$ cat config.mk
export PLATFORM = sky130hd
export DESIGN_NAME = alu_result_framer_flat
export DESIGN_NICKNAME = d
export VERILOG_FILES = /design/src/rtl/alu_result_framer_if.sv /design/src/rtl/alu_result_framer.sv /design/src/flat_wrapper.sv
export SDC_FILE = /design/constraint.sdc
export NUM_CORES = 1
export LEC_CHECK = 0
export CELL_PAD_IN_SITES_DETAIL_PLACEMENT = 1
export CELL_PAD_IN_SITES_GLOBAL_PLACEMENT = 2
export CORE_UTILIZATION = 25
export DETAILED_ROUTE_END_ITERATION = 6
export MAX_ROUTING_LAYER = met4
export PLACE_DENSITY_LB_ADDON = 0.1
export SYNTH_ARGS = -nofsm -noshare
export SYNTH_HDL_FRONTEND = slang
export SYNTH_SLANG_ARGS = --single-unit
$ cat constraint.sdc
create_clock -name clk -period 2.9 [get_ports clk]
set_input_delay 0.58 -clock clk [delete_from_list [all_inputs] [get_ports clk]]
set_output_delay 0.58 -clock clk [all_outputs]
set_load 0.005 [all_outputs]
$ cat src/rtl/alu_result_framer_if.sv
// Handshake bundle between the ALU result FIFO, the framer and the host link.
// Valid/ready: a word moves on a rising clk edge where valid && ready are both high;
// once valid is raised, data (and last) hold stable until that transfer completes.
interface alu_result_framer_if;
  logic [8:0]  in_data;
  logic        in_valid;
  logic        in_ready;
  logic [15:0] out_data;
  logic        out_valid;
  logic        out_ready;
  logic        out_last;

  modport master (
    output in_data, in_valid, out_ready,
    input  in_ready, out_data, out_valid, out_last
  );

  modport slave (
    input  in_data, in_valid, out_ready,
    output in_ready, out_data, out_valid, out_last
  );
endinterface

$ cat src/rtl/alu_result_framer.sv
// Collects 9-bit ALU results into frames of up to FRAME_LEN and streams them out as
// header / payload / checksum-trailer 16-bit words; partial frames flush after TIMEOUT idle edges.
module alu_result_framer #(
  parameter int FRAME_LEN = 4,
  parameter int TIMEOUT   = 16
) (
  input  logic                  clk,
  input  logic                  reset,
  alu_result_framer_if.slave    bus,
  output logic [7:0]            frame_cnt,
  output logic [1:0]            dbg_state
);

  typedef enum logic [1:0] {
    COLLECT = 2'd0,
    HEADER  = 2'd1,
    PAYLOAD = 2'd2,
    TRAILER = 2'd3
  } state_t;

  localparam logic [3:0] FRAME_LEN_W  = 4'(FRAME_LEN);
  localparam logic [3:0] FRAME_LEN_M1 = 4'(FRAME_LEN - 1);
  localparam logic [7:0] TIMEOUT_M1   = 8'(TIMEOUT - 1);
  localparam logic [7:0] HDR_MAGIC    = 8'hA5;

  state_t      state;
  logic [3:0]  wr_idx;
  logic [3:0]  rd_idx;
  logic [3:0]  count;
  logic [7:0]  idle_cnt;
  logic [3:0]  seq;
  logic [15:0] checksum;
  logic        in_ready_q;
  logic        out_valid_q;
  logic        out_last_q;
  logic [15:0] out_data_q;

  // Sized to the full 4-bit index range so wr_idx/rd_idx index it directly.
  logic [8:0]  data_buf [16];

  logic in_xfer;
  logic out_xfer;

  assign in_xfer       = bus.in_valid && in_ready_q;
  assign out_xfer      = out_valid_q && bus.out_ready;

  assign bus.in_ready  = in_ready_q;
  assign bus.out_valid = out_valid_q;
  assign bus.out_last  = out_last_q;
  assign bus.out_data  = out_data_q;
  assign dbg_state     = state;

  // Buffer contents need no reset: wr_idx/count gate what is ever read out.
  always_ff @(posedge clk) begin
    if (in_xfer) begin
      data_buf[wr_idx] <= bus.in_data;
    end
  end

  always_ff @(posedge clk or negedge reset) begin
    if (!reset) begin
      state       <= COLLECT;
      wr_idx      <= 4'd0;
      rd_idx      <= 4'd0;
      count       <= 4'd0;
      idle_cnt    <= 8'd0;
      seq         <= 4'd0;
      checksum    <= 16'd0;
      frame_cnt   <= 8'd0;
      in_ready_q  <= 1'b1;
      out_valid_q <= 1'b0;
      out_last_q  <= 1'b0;
      out_data_q  <= 16'd0;
    end else begin
      case (state)
        COLLECT: begin
          if (in_xfer) begin
            checksum <= checksum + {7'd0, bus.in_data};
            wr_idx   <= wr_idx + 4'd1;
            idle_cnt <= 8'd0;
            if (wr_idx == FRAME_LEN_M1) begin
              state       <= HEADER;
              count       <= FRAME_LEN_W;
              in_ready_q  <= 1'b0;
              out_valid_q <= 1'b1;
              out_data_q  <= {HDR_MAGIC, seq, FRAME_LEN_W};
            end
          end else if (wr_idx != 4'd0) begin
            // The edge that would make the idle count reach TIMEOUT starts the flush.
            if (idle_cnt == TIMEOUT_M1) begin
              state       <= HEADER;
              count       <= wr_idx;
              idle_cnt    <= 8'd0;
              in_ready_q  <= 1'b0;
              out_valid_q <= 1'b1;
              out_data_q  <= {HDR_MAGIC, seq, wr_idx};
            end else begin
              idle_cnt <= idle_cnt + 8'd1;
            end
          end
        end

        HEADER: begin
          if (out_xfer) begin
            state      <= PAYLOAD;
            rd_idx     <= 4'd0;
            out_data_q <= {7'd0, data_buf[4'd0]};
          end
        end

        PAYLOAD: begin
          if (out_xfer) begin
            if (rd_idx == count - 4'd1) begin
              state      <= TRAILER;
              out_data_q <= checksum;
              out_last_q <= 1'b1;
            end else begin
              rd_idx     <= rd_idx + 4'd1;
              out_data_q <= {7'd0, data_buf[rd_idx + 4'd1]};
            end
          end
        end

        TRAILER: begin
          if (out_xfer) begin
            state       <= COLLECT;
            seq         <= seq + 4'd1;
            frame_cnt   <= frame_cnt + 8'd1;
            checksum    <= 16'd0;
            wr_idx      <= 4'd0;
            idle_cnt    <= 8'd0;
            in_ready_q  <= 1'b1;
            out_valid_q <= 1'b0;
            out_last_q  <= 1'b0;
            out_data_q  <= 16'd0;
          end
        end

        default: begin
          state <= COLLECT;
        end
      endcase
    end
  end

endmodule

$ cat src/flat_wrapper.sv
// flat-port wrapper written by rule: the top's interface ports become plain ports
module alu_result_framer_flat 
#(
  parameter int FRAME_LEN = 4,
  parameter int TIMEOUT   = 16
)
  (clk, reset, frame_cnt, dbg_state, bus_in_data, bus_in_valid, bus_out_ready, bus_in_ready, bus_out_data, bus_out_valid, bus_out_last);
  alu_result_framer_if bus_i ();
  input  logic clk;
  input  logic reset;
  output logic [7:0] frame_cnt;
  output logic [1:0] dbg_state;
  input wire logic [$bits(bus_i.in_data)-1:0] bus_in_data;
  input wire logic [$bits(bus_i.in_valid)-1:0] bus_in_valid;
  input wire logic [$bits(bus_i.out_ready)-1:0] bus_out_ready;
  output wire logic [$bits(bus_i.in_ready)-1:0] bus_in_ready;
  output wire logic [$bits(bus_i.out_data)-1:0] bus_out_data;
  output wire logic [$bits(bus_i.out_valid)-1:0] bus_out_valid;
  output wire logic [$bits(bus_i.out_last)-1:0] bus_out_last;
  assign bus_i.in_data = bus_in_data;
  assign bus_i.in_valid = bus_in_valid;
  assign bus_i.out_ready = bus_out_ready;
  assign bus_in_ready = bus_i.in_ready;
  assign bus_out_data = bus_i.out_data;
  assign bus_out_valid = bus_i.out_valid;
  assign bus_out_last = bus_i.out_last;
  alu_result_framer #(.FRAME_LEN(FRAME_LEN), .TIMEOUT(TIMEOUT)) u_core (.clk(clk), .reset(reset), .bus(bus_i), .frame_cnt(frame_cnt), .dbg_state(dbg_state));
endmodule
==> flow_summary.json, run 1 <==
{
  "status": "complete, no violations",
  "seqPwrFrac_pct": 46.8,
  "layout-drive-gt1-share_pct": 23.41,
  "yosysUniqueCellTypes": 61,
  "r2r_start": "u_core.rd_idx[0]$_DFFE_PN0P_",
  "pwr-share-comb_pct": 1.6,
  "r2r_slack_ps": 360,
  "setup_ws_ps": 203.5,
  "synth-compound-area-share_pct": 8.734,
  "die_h_um": 196.3,
  "switchingPower_mw": 1.428,
  "tightest_slew_ps": 696.4,
  "layout_min_cycle_time_ps": 2697,
  "dieWidth_um": 196.3,
  "synth_edf_count": 144,
  "synth_mux_area_share_pct": 10.76,
  "crit_chain": "clkdlybuf4s50_1, buf_4, ha_1, inv_1, fa_1, nor2b_1, o31a_1, o21ai_1, and3_1, or4_1, a21oi_1",
  "synth_top_family_by_area": "multiplexers",
  "grt_max_degree": 46,
  "crit_family": "simple AND/OR/NAND/NOR gates",
  "sw_frac_of_total_pct": 20.53,
  "first_pass_iters": 4,
  "worst-path-max-fanout": 7,
  "hold_buffers": 0,
  "max_slew_margin_pct": 53.57,
  "power.density_nw_per_um2": 584.4,
  "grt_pass1_wl_um": 44260,
  "fp.dieArea_um2": 38540,
  "maxCapViolations": 0,
  "async_flop_share_pct": 32.39,
  "final_cell_mix": "144 x edfxtp_1, 75 x buf_4, 69 x nand2_1",
  "drc": 0,
  "final_cell_area_um2": 11900,
  "clk_latency_ps": 530,
  "fin_nets": 802,
  "worst_ep_arrival_time_ps": 3140,
  "gp_congestion": 0.8052,
  "dr_total_vias": 5988,
  "synth-xor-area-share_pct": 2.412,
  "clock_skew_ps": 8.586,
  "syn_area_um2": 9440,
  "h-tree-depth": 1,
  "critPathLaunchType": "input port",
  "core_area_um2": 36870,
  "worst_path_max_delay_cell": "clkdlybuf4s50_1",
  "synth_flop_cell": "edfxtp_1",
  "clock-sinks": 213,
  "syn2layout_area_growth_pct": 26.02,
  "p_clk_share_pct": 51.6,
  "whs_ps": 65.14,
  "yosysWarnings": 0,
  "port_buffers": 41,
  "post_dp_cell_area_um2": 10930,
  "grt_pass1_vias": 6648,
  "synth_simple_gate_area_share_pct": 9.026,
  "worstPathRequired_ps": 3350,
  "routed_via_density": 4.642,
  "period_share_pct": 92.98,
  "startpoint": "bus_in_data[0]",
  "placed_cells": 1241,
  "dp_hpwl_um": 21220,
  "dpl_worst_slack_ps": -335.4,
  "p_int_mw": 5.524,
  "stdcell_count": 1290,
  "first_iter_violations": 293,
  "min_path_type": "in -> async",
  "syn_inst": 647,
  "cpPeakStageDelay_ps": 480,
  "cts_root_buffer": "clkbuf_16",
  "synth_nets": 683,
  "cts_buffer_depth": 3,
  "n_antenna_cell": 0,
  "grtUsageTotal_pct": 15.89,
  "final_max_slew_viol_count": 0,
  "ant_nets": 0,
  "overflow": 0,
  "worstSetupPathType": "in -> reg",
  "critPathBufInv": 3,
  "final_common_cell": "edfxtp_1",
  "synth_seq_area_share_pct": 64.11,
  "cts_buffers": 27,
  "hold_violations": 0,
  "wl_um": 28890,
  "tritoncts": "built",
  "rsz0062_at_grt": "false",
  "setup-tns-final_ps": 0,
  "initial_core_util_pct": 25.60,
  "synth-seq-cells": 213,
  "fp-row-count": 70,
  "clk_pin_slew_ps": 60,
  "setup_viol": 0,
  "synthAdderAreaFrac_pct": 3.128,
  "end_kind": "flop",
  "wl_per_cell_um": 22.39,
  "antenna_found_initial": 0,
  "fmax_mhz": 370.8,
  "avgSynthCellArea_um2": 14.59,
  "p_leak_nw": 4.282,
  "peakVddDrop_v": 0.0003745,
  "ios": 42
}
## worst register-to-register path: stages (launching register included)
cell and delay, ps:
dfrtp_2 410, buf_12 280, mux4_2 610, nor2b_1 140, a211oi_1 270, a21oi_1 90, a221oi_1 380, buf_4 200
o21ai_1 50
## layout make-up
type / instances / area [um^2]
inverter: 10 / 37.54
clock buffer: 28 / 679.4
clock inverter: 21 / 276.5
fill: 3880 / 24980
tap: 504 / 630.6
timing repair buffer: 116 / 983.4
multi-input combinational: 398 / 3236
sequential: 213 / 6053
## final timing paths
path	end	cells after the start
setup / recovery	u_core.checksum[10]$_DFFE_PN0P_	11
hold / removal	u_core.bus.out_data[10]$_DFFE_PN0P_	1
setup reg to reg	u_core.bus.out_data[2]$_DFFE_PN0P_	8
hold reg to reg	u_core.frame_cnt[7]$_DFFE_PN0P_	1
max in group asynchronous	u_core.bus.out_data[1]$_DFFE_PN0P_	2
min in group clk	u_core.frame_cnt[7]$_DFFE_PN0P_	1
## per-stage QoR
step                      utilization [%]  total power [mW]
after floorplan                         -             3.330
final                               32.26             6.952
after detailed placement            29.64             3.428
after global routing                32.26             7.161
after global placement              29.64             3.424
after CTS                           32.24             7.074
## kinds of logic after synthesis
kind of cell    count (synthesis)
compound gates                121
xor+xnor                       26
fa+ha+maj                      23
buf+inv                        36
flops                         213
mux                            55
simple gates                  173
## routing by layer
layer | part of all wire, % | vias up | track usage (%)
met2 | 51 | 69 | 27.21
met1 | 45 | 3159 | 20.24
met5 | 0 | - | -
met4 | 1.8 | 0 | 3.299
met3 | 2.1 | 31 | 1.788
li1 | - | 2729 | -
## what timing repair did
action | in CTS | in global routing
resized for setup | 0 | 1
setup buffers | 0 | 0
setup endpoints to repair | 0 | 1
## registers in the layout, indices dropped and copies added (netlist names), 2 cells and up
signal               cells
u_core.dbg_state         2
u_core.checksum         16
u_core.data_buf        144
u_core.idle_cnt          8
u_core.rd_idx            4
u_core.count             4
u_core.bus.out_data     16
u_core.seq               4
u_core.wr_idx            4
u_core.frame_cnt         8
## power by group through the flow
stage          Combinational [mW]  Sequential [mW]  Clock, mW
6_report                    0.111             3.25       3.59
3_5_place_dp                0.116             3.31          0
5_1_grt                     0.124             3.25       3.79
2_1_floorplan              0.0155             3.31          0
3_3_place_gp                0.112             3.31          0
4_1_cts                     0.116             3.25       3.71
## cell usage after synthesis (2+ instances only)
library cell    n  area, um^2
buf_1           3       11.26
mux2i_1        10       100.1
nand3_1         9       45.04
o31ai_1         7       52.55
and3_1         15       93.84
nand4_1         8       50.05
or4_1           6       45.04
o31a_1          2       17.52
nor2_1         28       105.1
a21oi_1        26       130.1
o21ai_1         5       25.02
xor2_1          7       61.31
or3_1           2       12.51
and2_1         15       93.84
nor2b_1         3       18.77
mux2_2          8       90.09
ha_1           22       275.3
a32o_1          2       20.02
nor4_1          2       12.51
a22o_1          4       35.03
o32ai_1         4       35.03
buf_4           4       30.03
or2_2           3       18.77
mux4_2         36       810.8
o21a_1          2       15.01
a221oi_1        9       78.83
nand2b_1        6       37.54
o21ai_0        30       150.1
buf_6           2       22.52
buf_2           6       30.03
clkbuf_1       11       41.29
xnor2_1        19       166.4
nand2_1        69       259.0
inv_1          10       37.54
a21o_1          2       15.01
o2bb2ai_1       5       43.79
o211ai_1       11       82.58
edfxtp_1      144        4324
dfrtp_1        68        1702
(Power assumes the default switching activity.)
==> run 2, diff against run 1 <==
- CTS_CLUSTER_SIZE: not set -> 12
- PLACE_DENSITY: not set -> 0.58
- PLACE_DENSITY_LB_ADDON: 0.1 -> not set
==> flow_summary.json, run 2 (synthesis gave the netlist of run 1 again) <==
{
  "status": "complete, no violations",
  "cts_buffers": 25,
  "dpl_worst_slack_ps": -242.3,
  "layout_min_cycle_time_ps": 2629,
  "fp.dieArea_um2": 38540,
  "antenna_found_initial": 0,
  "setup-tns-final_ps": 0,
  "final_common_cell": "edfxtp_1",
  "dieWidth_um": 196.3,
  "min_path_type": "in -> async",
  "period_share_pct": 90.67,
  "routed_via_density": 4.675,
  "worst-path-max-fanout": 5,
  "startpoint": "bus_in_data[0]",
  "core_area_um2": 36870,
  "overflow": 0,
  "ant_nets": 0,
  "end_kind": "flop",
  "rsz0062_at_grt": "false",
  "wl_um": 27400,
  "grt_pass1_vias": 6604,
  "worstPathRequired_ps": 3350,
  "regMostFlops": "u_core.data_buf",
  "tritoncts": "built",
  "first_iter_violations": 278,
  "cpPeakStageDelay_ps": 500,
  "layout-drive-gt1-share_pct": 19.76,
  "tightest_slew_ps": 820.4,
  "grt_pass1_wl_um": 42030,
  "r2r_start": "u_core.rd_idx[1]$_DFFE_PN0P_",
  "r2r_slack_ps": 330,
  "cts_setup_buffers": 0,
  "cts_root_buffer": "clkbuf_16",
  "port_buffers": 41,
  "grtUsageTotal_pct": 15.00,
  "whs_ps": 89.89,
  "h-tree-depth": 1,
  "drc": 0,
  "cts_resized": 0,
  "setup_ws_ps": 270.7,
  "die_h_um": 196.3,
  "clk_pin_slew_ps": 60,
  "dp_hpwl_um": 19900,
  "fin_nets": 781,
  "crit_chain": "clkdlybuf4s50_1, ha_1, inv_1, fa_1, nor2b_1, o31a_1, o21ai_1, and3_1, or4_1, a21oi_1",
  "gp_congestion": 0.7992,
  "fp-row-count": 70,
  "fmax_mhz": 380.3,
  "hold_violations": 0,
  "max_slew_margin_pct": 45.31,
  "wl_per_cell_um": 21.61,
  "critPathLaunchType": "input port",
  "n_antenna_cell": 0,
  "grt_max_degree": 50,
  "worst-r2r-cell-count": 8,
  "final_max_slew_viol_count": 0,
  "p_leak_nw": 4.156,
  "setup_viol": 0,
  "clk_latency_ps": 520,
  "ios": 42,
  "worst_path_max_delay_cell": "clkdlybuf4s50_1",
  "final_cell_mix": "144 x edfxtp_1, 69 x nand2_1, 67 x dfrtp_1",
  "syn2layout_area_growth_pct": 23.75,
  "peakVddDrop_v": 0.0003947,
  "worst_ep_arrival_time_ps": 3070,
  "cts_buffer_depth": 3,
  "power.density_nw_per_um2": 558.3,
  "clock_skew_ps": 14.43,
  "maxCapViolations": 0,
  "initial_core_util_pct": 25.60,
  "worstSetupPathType": "in -> reg",
  "clock-sinks": 213,
  "largest_register_ffs": 144,
  "first_pass_iters": 4,
  "hold_buffers": 0,
  "dr_total_vias": 5928
}
==> run 2: cell types whose count changed in the layout (fill, tap and decap cells not counted), moves of 2 or more <==
cell	delta
bufinv_16	-3
buf_4	-25
clkbuf_8	+3
buf_12	+6
clkbuf_16	-2
clkbuf_1	+11
clkinv_2	-4
clkinvlp_4	-7
==> run 2: worst paths after layout <==
kind / endpoint
max: u_core.checksum[10]$_DFFE_PN0P_
min: u_core.idle_cnt[3]$_DFFE_PN0P_
max reg2reg: u_core.bus.out_data[2]$_DFFE_PN0P_
min reg2reg: u_core.frame_cnt[7]$_DFFE_PN0P_
max in group asynchronous: u_core.checksum[3]$_DFFE_PN0P_
min in group clk: u_core.frame_cnt[7]$_DFFE_PN0P_
==> run 2: layout make-up <==
| cell class | count | area (um^2) |
|---|---|---|
| Fill cell | 3898 | 25190 |
| Sequential cell | 213 | 6053 |
| Multi-Input combinational cell | 398 | 3223 |
| Timing Repair Buffer | 97 | 915.9 |
| Clock buffer | 40 | 711.9 |
| Tap cell | 504 | 630.6 |
| Clock inverter | 6 | 110.1 |
| Inverter | 10 | 37.54 |
==> run 2: critical path, delay by kind of cell <==
family                     cells  cell delay (ps)
buffers and inverters          2              560
adders and majority gates      2              600
AOI/OAI and AO/OA              3              430
and+or+nand+nor                3              920
==> run 2: layer usage <==
layer | vias up | track usage, % | wire [um]
li1 | 2683 | - | -
met1 | 3132 | 17.81 | 11610
met4 | 0 | 3.617 | 518
met3 | 30 | 1.908 | 770
met5 | - | - | 0
met2 | 83 | 26.83 | 14500
==> run 2: report_power, final <==
group          switching [mW]  internal, mW
sequential                  0          3.25
combinational          0.0725        0.0337
clock                    1.22          1.94
==> run 2: stage by stage <==
stage	utilization (%)	power, mW	cells	area (um^2)
3_5_place_dp	29.45	3.422	1222	10860
2_1_floorplan	-	3.330	647	9440
4_1_cts	31.68	6.604	1268	11680
5_1_grt	31.68	6.715	1268	11680
3_3_place_gp	29.45	3.416	1222	10860
6_report	31.68	6.523	1268	11680
